### src/rtl/multicycle_control.sv
// multicycle_control: multicycle MIPS control FSM with memory wait/timeout, illegal-opcode pulse and retire counter
module multicycle_control #(
  parameter int MEM_TIMEOUT = 16,
  parameter int CNT_W       = 32
) (
  input  logic             CLK,
  input  logic             RESET,
  input  logic [5:0]       opcode,
  input  logic             Zero,
  input  logic             mem_ready,
  output logic             IorD,
  output logic             MemRead,
  output logic             MemWrite,
  output logic             IRWrite,
  output logic             RegDst,
  output logic             MemtoReg,
  output logic             RegWrite,
  output logic             ALUSrcA,
  output logic [1:0]       ALUSrcB,
  output logic [1:0]       ALUOp,
  output logic [1:0]       PCSource,
  output logic             PCWrite,
  output logic [3:0]       state,
  output logic             illegal_op,
  output logic             mem_timeout,
  output logic [CNT_W-1:0] instr_count
);
  typedef enum logic [3:0] {
    S_RST, S_FETCH, S_DECODE, S_MEM_ADDR, S_MEM_RD, S_MEM_WB, S_MEM_WR,
    S_R_EXEC, S_R_WB, S_BRANCH, S_JUMP, S_ADDI_EXEC, S_ADDI_WB
  } state_t;
  localparam logic [5:0] OP_R = 6'd0, OP_LW = 6'd35, OP_SW = 6'd43, OP_BEQ = 6'd4,
                         OP_BNE = 6'd5, OP_J = 6'd2, OP_ADDI = 6'd8;
  localparam int WW = $clog2(MEM_TIMEOUT + 1);
  state_t           r_state, w_next;
  logic [WW-1:0]    r_wait;
  logic             r_illegal, r_timeout;
  logic [CNT_W-1:0] r_count;
  logic             w_wait_st, w_to, w_illegal, w_retire;
  assign w_wait_st = r_state inside {S_FETCH, S_MEM_RD, S_MEM_WR};
  // timeout fires on the MEM_TIMEOUT-th consecutive not-ready cycle; a late ready wins
  assign w_to      = w_wait_st && !mem_ready && r_wait == WW'(MEM_TIMEOUT - 1);
  assign w_illegal = r_state == S_DECODE && w_next == S_FETCH;
  assign w_retire  = (r_state inside {S_MEM_WB, S_R_WB, S_BRANCH, S_JUMP, S_ADDI_WB}) ||
                     (r_state == S_MEM_WR && mem_ready);
  always_comb begin
    w_next = S_FETCH;
    case (r_state)
      S_FETCH:     w_next = mem_ready ? S_DECODE : S_FETCH;
      S_DECODE:    w_next = (opcode == OP_LW || opcode == OP_SW) ? S_MEM_ADDR :
                            opcode == OP_R ? S_R_EXEC :
                            (opcode == OP_BEQ || opcode == OP_BNE) ? S_BRANCH :
                            opcode == OP_J ? S_JUMP :
                            opcode == OP_ADDI ? S_ADDI_EXEC : S_FETCH;
      S_MEM_ADDR:  w_next = opcode == OP_LW ? S_MEM_RD : S_MEM_WR;
      S_MEM_RD:    w_next = mem_ready ? S_MEM_WB : w_to ? S_FETCH : S_MEM_RD;
      S_MEM_WR:    w_next = (mem_ready || w_to) ? S_FETCH : S_MEM_WR;
      S_R_EXEC:    w_next = S_R_WB;
      S_ADDI_EXEC: w_next = S_ADDI_WB;
      default:     w_next = S_FETCH;
    endcase
  end
  always_comb begin
    {IorD, MemRead, MemWrite, IRWrite, RegDst, MemtoReg, RegWrite, ALUSrcA} = 8'b0;
    ALUSrcB  = 2'b00;
    ALUOp    = 2'b00;
    PCSource = 2'b00;
    PCWrite  = 1'b0;
    case (r_state)
      S_FETCH: begin
        MemRead = 1'b1;
        ALUSrcB = 2'b01;
        IRWrite = mem_ready;
        PCWrite = mem_ready;
      end
      S_DECODE: ALUSrcB = 2'b11;
      S_MEM_ADDR, S_ADDI_EXEC: begin
        ALUSrcA = 1'b1;
        ALUSrcB = 2'b10;
      end
      S_MEM_RD: begin
        MemRead = 1'b1;
        IorD    = 1'b1;
      end
      S_MEM_WB: begin
        RegWrite = 1'b1;
        MemtoReg = 1'b1;
      end
      S_MEM_WR: begin
        MemWrite = 1'b1;
        IorD     = 1'b1;
      end
      S_R_EXEC: begin
        ALUSrcA = 1'b1;
        ALUOp   = 2'b10;
      end
      S_R_WB: begin
        RegDst   = 1'b1;
        RegWrite = 1'b1;
      end
      S_BRANCH: begin
        ALUSrcA  = 1'b1;
        ALUOp    = 2'b01;
        PCSource = 2'b01;
        PCWrite  = opcode == OP_BEQ ? Zero : ~Zero;
      end
      S_JUMP: begin
        PCSource = 2'b10;
        PCWrite  = 1'b1;
      end
      S_ADDI_WB: RegWrite = 1'b1;
      default: ;
    endcase
  end
  always_ff @(posedge CLK or posedge RESET) begin
    if (RESET) begin
      r_state   <= S_RST;
      r_wait    <= '0;
      r_illegal <= 1'b0;
      r_timeout <= 1'b0;
      r_count   <= '0;
    end else begin
      r_state   <= w_next;
      r_wait    <= (w_next != r_state || w_to) ? '0 : (w_wait_st && !mem_ready) ? r_wait + 1'b1 : r_wait;
      r_illegal <= w_illegal;
      r_timeout <= w_to;
      r_count   <= r_count + CNT_W'(w_retire);
    end
  end
  assign state       = r_state;
  assign illegal_op  = r_illegal;
  assign mem_timeout = r_timeout;
  assign instr_count = r_count;
endmodule

### config.mk
export PLATFORM = sky130hd
export DESIGN_NAME = multicycle_control
export DESIGN_NICKNAME = d
export VERILOG_FILES = /design/src/rtl/multicycle_control.sv
export SDC_FILE = /design/constraint.sdc
export NUM_CORES = 1
export LEC_CHECK = 0
export ABC_CLOCK_PERIOD_IN_PS = 3500
export CORE_AREA = 2 2 87 64
export CTS_CLUSTER_DIAMETER = 150
export DETAILED_ROUTE_END_ITERATION = 7
export DIE_AREA = 0 0 89 66
export PLACE_DENSITY_LB_ADDON = 0.3
export RECOVER_POWER = 25
export SLEW_MARGIN = 0
export SYNTH_ARGS = -nofsm -noshare
export SYNTH_HDL_FRONTEND = slang
export SYNTH_SLANG_ARGS = --single-unit
### constraint.sdc
create_clock -name CLK -period 3.5 [get_ports CLK]
set_input_delay 0.35 -clock CLK [delete_from_list [all_inputs] [get_ports CLK]]
set_output_delay 0.35 -clock CLK [all_outputs]
set_load 0.03 [all_outputs]
==> results.ini, run 1 <==
[status]
status = finished, violations left
violations = max-capacitance violations, max-slew violations

[cts]
hold_buffers = 0
cts_setup_buffers = 0
clock_sinks = 43
root_buffer = clkbuf_8
cts_tree = done
numCtsBuffers = 5
ctsLongestPathBuffers = 2
h-tree-depth = 2
clk_pin_slew_worst_paths_ns = 0.07
clk_latency_ns = 0.29
cts_resized = 0

[setup_path]
r2r_setup_slack_ns = 0.70
start_kind = primary input
regToRegStartpoint = state[1]
required_ns = 3.15
worst-setup-path-type = primary input to output pin
cp_slowest_cell = clkdlybuf4s50_1
cp-end-kind = output pin
reg2reg_to = instr_count[31]
cpPeakStageDelay_ns = 0.68
cp_num_buf_inv = 2
crit_family = buffers and inverters
worst_path_most_repeated_cell = clkdlybuf4s50_1
path_cells = clkdlybuf4s50_1, or4_1, nor2_1, xor2_1, o21a_1, o21bai_1, clkdlybuf4s50_1
rr_worst_depth = 9
cp_max_fo = 7
worstPathArrival_ns = 2.69

[pwr]
power_leakage_nw = 1.32
max-vdd-ir-drop_mv = 0.398
powerDensity_nw_per_um2 = 562

[sta]
period_share_pct = 86.8
fmaxAchievable_ghz = 0.329
worst_pin_slew_ns = 1.55
relSlewSlack_pct = -3.20
setup_slack_ns = 0.463
finalCriticalPeriod_ns = 3.04
skew_ns = 0.00357
rsz0062_at_grt = false
hold_violations = 0
setup_viol = 0
maxSlewViolCount = 31
fin_tns_setup_ns = 0

[global_route]
grt_antenna_before_repair = 0
first_global_vias = 1798
grt_usage_pct = 18.7
grt_max_degree = 31
overflow = 0
grt_pass1_wl_um = 8600

[die]
io_pins = 63
start_util_pct = 46.7
die_x_um = 89
core_um2 = 5060
die_h_um = 66
dieArea_um2 = 5870
num_rows = 22

[layout]
fin_area_um2 = 3150
insertedDiodeCount = 0
instances_no_fill = 387
register_area_um2 = 1080
syn2layout_area_growth_pct = 33.4
fillCellCount = 454
multi_input_area_um2 = 1210
final_common_cell = clkdlybuf4s50_1
layout_common_cells = clkdlybuf4s50_1, dfrtp_1, nor2_1
utilization_pct = 62.3
finalNetCount = 328
layout-drive-gt1-share_pct = 5.08

[detailed_routing]
wl_per_cell_um = 13.4
dr.pass1.iters = 4
drc = 0
routed_wl_um = 5200
dr.first_iter.drc_count = 110
viasPerCell = 5.25
ant_nets = 0
via_count = 2031

[place]
io_buffers = 62
gp_congestion = 0.787
dp.cells = 379
placed_cell_area_um2 = 3060
dp_hpwl_um = 3970
place_ws_ns = 0.477

[worst_hold_path]
hold_path_class = primary input to asynchronous set/reset pin

[flow_run]
drv_cap = 1

[logic_synthesis]
synth_area_per_cell_um2 = 9.49
netlist_instances = 249
syn_nets = 263
ys_seq_area_share_pct = 45.5
yosysWarnings = 0
dominantRegCellSynth = dfrtp_1
ys_ff_latch = 43
synth_enable_flop_cells = 0
synth.distinct_cells = 43
syn_area_um2 = 2360
async_flop_share_pct = 100

## layout make-up
class	count	area share, %
multi-input combinational	189	38.4
inverter	10	1.19
sequential	43	34.1
clock buffer	8	3.17
tap	72	2.86
timing repair buffer	65	20.3
## registers in the layout, summed over array words and instances, names as in the netlist
signal	count
illegal_op	1
mem_timeout	1
state	4
instr_count	32
r_wait	5
## synth_stat cells, types with 7 or more instances
cell       n  area share [%]
nand4_1   10             2.6
xnor2_1   22             8.2
xor2_1    12             4.4
inv_1     10             1.6
nor2_1    31             4.9
nand2_1   18             2.9
nor3_1    12             2.5
nand3_1   16             3.4
dfrtp_1   43              46
nand2b_1   7             1.9
a21oi_1    8             1.7
## worst max path at each step
| stage | slack (ns) | end | depth (start not counted) | startpoint |
|---|---|---|---|---|
| 2_1_floorplan | 0.74 | instr_count[14] | 12 | state[0] |
| 3_3_place_gp | 0.51 | PCWrite | 7 | opcode[5] |
| 3_5_place_dp | 0.48 | PCWrite | 7 | opcode[5] |
| 4_1_cts | 0.47 | PCWrite | 7 | opcode[5] |
| 5_1_grt | 0.34 | PCWrite | 7 | opcode[5] |
| 6_report | 0.46 | PCWrite | 7 | opcode[5] |
## cells by family after synthesis
| logic type | synth area share [%] |
|---|---|
| flip-flops | 45.5 |
| AO/OA/AOI/OAI | 10.1 |
| AND/OR/NAND/NOR | 25.5 |
| multiplexers | 0.847 |
| adder cells (fa/ha/maj) | 2.12 |
| buffers and inverters | 3.28 |
| XOR/XNOR | 12.6 |
## per-layer routing
layer  share of wire, %  vias to the layer above  global-route usage, %  routed length (um)
li1                   -                     1005                      -                   -
met1                 51                      971                   29.4                2670
met2                 43                       50                   25.7                2250
met3                4.9                        5                   4.87                 256
met4               0.60                        0                   3.54                  31
met5                  0                        -                      0                   0
## stage by stage
stage	hold slack [ns]	total power, mW
final	0.459	1.77
after global routing	0.487	1.88
after CTS	0.329	1.78
after detailed placement	0.470	1.44
after global placement	0.463	1.43
after floorplan	0.531	1.15
## where the power goes
| group | internal [mW] | switching [mW] | total (mW) |
|---|---|---|---|
| logic | 0.321 | 0.477 | 0.798 |
| clock network | 0.180 | 0.157 | 0.337 |
| registers | 0.548 | 0.0869 | 0.635 |
## worst register-to-register path, stage by stage (launching register included)
cell and delay [ns]:
dfrtp_1 0.71, nor2b_1 0.25, a21oi_1 0.08, o21ai_0 0.23
ha_1 0.25, nand3_1 0.11, nor2_1 0.38, nand3_1 0.29
nor3_1 0.27, xor2_1 0.15
No activity file was read; power rests on OpenSTA's default activity.
==> inputs of run 2 (changes only) <==
- CTS_CLUSTER_SIZE: unset -> 30
==> results of run 2 <==
No change in the layout: final DEF, timing and power equal those of run 1.
==> inputs of run 3 (changes only) <==
- SETUP_SLACK_MARGIN: unset -> 0.5
==> run 3 against run 2 <==
Effect of this change: the run still ends with max-capacitance violations, max-slew violations left; sequential cell count is the same; sequential power is essentially flat; clock skew is the same; final cell count is the same; hold slack is essentially flat; register-to-register slack gained 0.16 ns; die area is the same; cell area is the same; non-clock buffer count is the same; total power shrank 0.14%; critical endpoint unchanged.
==> results.ini, run 3 (same netlist as run 1, synthesis figures left out) <==
[status]
status = finished, violations left
violations = max-capacitance violations, max-slew violations

[global_route]
grt_pass1_wl_um = 8600  ; unchanged
grt_antenna_before_repair = 0  ; unchanged
first_global_vias = 1798  ; unchanged
overflow = 0  ; unchanged
grt_usage_pct = 18.7  ; unchanged
grt_max_degree = 31  ; unchanged

[sta]
hold_ws_ns = 0.459  ; -0.0000440 ns
skew_ns = 0.00357  ; unchanged
relSlewSlack_pct = -3.20  ; about the same
maxSlewViolCount = 31  ; unchanged
fin_tns_setup_ns = 0  ; unchanged
setup_slack_ns = 0.746  ; +0.283 ns
finalCriticalPeriod_ns = 2.75  ; -0.283 ns
setup_viol = 0  ; unchanged
hold_violations = 0  ; unchanged
rsz0062_at_grt = false
worst_pin_slew_ns = 1.55  ; -0.000000998 ns
period_share_pct = 78.7  ; -8.1 points
fmaxAchievable_ghz = 0.363  ; +10%

[layout]
utilization_pct = 62.3  ; unchanged
finalNetCount = 328  ; unchanged
instances_no_fill = 387  ; unchanged
largest_register_ffs = 32  ; unchanged
insertedDiodeCount = 0  ; unchanged
layout-drive-gt1-share_pct = 5.40  ; +0.32 points
fin_area_um2 = 3150  ; unchanged
layout_common_cells = clkdlybuf4s50_1, dfrtp_1, nor2_1
syn2layout_area_growth_pct = 33.4  ; unchanged
final_common_cell = clkdlybuf4s50_1

[cts]
clk_latency_ns = 0.29  ; about the same
ctsLongestPathBuffers = 2  ; unchanged
cts_setup_buffers = 0  ; unchanged
cts_tree = done
h-tree-depth = 2  ; unchanged
numCtsBuffers = 5  ; unchanged
clock_sinks = 43  ; unchanged
root_buffer = clkbuf_8
clk_pin_slew_worst_paths_ns = 0.07  ; about the same
hold_buffers = 0  ; unchanged

[pwr]
power_leakage_nw = 1.33  ; +0.18%
max-vdd-ir-drop_mv = 0.398  ; about the same
finalPower_mw = 1.77  ; -0.14%
powerDensity_nw_per_um2 = 561  ; -0.14%

[setup_path]
cp_max_fo = 7  ; unchanged
worstPathArrival_ns = 2.40  ; -0.29 ns
required_ns = 3.15  ; about the same
start_kind = primary input
rr_worst_depth = 9  ; unchanged
cp-end-kind = output pin
worst-setup-path-type = primary input to output pin

[die]
core_um2 = 5060  ; unchanged
num_rows = 22  ; unchanged
start_util_pct = 46.7  ; unchanged
dieArea_um2 = 5870  ; unchanged
die_x_um = 89  ; unchanged
die_h_um = 66  ; unchanged
io_pins = 63  ; unchanged

[detailed_routing]
viasPerCell = 5.25  ; unchanged
dr.first_iter.drc_count = 110  ; unchanged
dr.pass1.iters = 4  ; unchanged
routed_wl_um = 5200  ; about the same
ant_nets = 0  ; unchanged
wl_per_cell_um = 13.4  ; about the same
drc = 0  ; unchanged
via_count = 2031  ; unchanged

[place]
place_ws_ns = 0.477  ; unchanged
placed_cell_area_um2 = 3060  ; unchanged
gp_congestion = 0.787  ; unchanged
dp.cells = 379  ; unchanged
io_buffers = 62  ; unchanged
dp_hpwl_um = 3970  ; unchanged

[worst_hold_path]
hold_path_class = primary input to asynchronous set/reset pin

[flow_run]
drv_cap = 1  ; unchanged

[run 3: changes by cell type in the layout (fill, tap and decap cells not counted)]
cell,delta
dfrtp_2,+1
dlygate4sd2_1,+1
clkdlybuf4s50_1,-1
dfrtp_1,-1
[run 3: per-layer routing]
layer / wire length [um] / GRT usage, %
met3: 256 / 4.87
met5: 0 / 0
met2: 2250 / 25.7
met4: 31 / 3.54
met1: 2670 / 29.4
[run 3: layout make-up]
class / count / area [um2]
Multi-Input combinational cell: 189 / 1210
Tap cell: 72 / 90.1
Fill cell: 452 / 1910
Inverter: 10 / 37.5
Sequential cell: 43 / 1080
Clock buffer: 8 / 100
Timing Repair Buffer: 65 / 638
[run 3: worst paths after layout]
check / startpoint / to / slack, ns
worst max-delay path: opcode[5] / PCWrite / 0.75
worst min-delay path: RESET / instr_count[25] / 0.46
worst max register to register: state[1] / instr_count[31] / 0.86
worst min register to register: instr_count[31] / instr_count[31] / 0.48
max in group asynchronous: RESET / instr_count[8] / 1.30
min in group CLK: instr_count[31] / instr_count[31] / 0.48
[run 3: power by group]
group | internal [mW] | switching [mW]
sequential | 0.549 | 0.0869
clock | 0.180 | 0.157
combinational | 0.318 | 0.477
total | 1.05 | 0.721
[run 3: worst max-delay path, stage by stage]
cell and delay (ns):
clkdlybuf4s50_1 0.52, or4_1 0.61, nor2_1 0.14, xor2_1 0.08, o21a_1 0.17, o21bai_1 0.12, dlygate4sd2_1 0.41
[run 3: what timing repair did]
action,CTS,global route
endpoints found under the hold margin,0,0
endpoints found under the setup margin,1,3
resized for setup,1,1
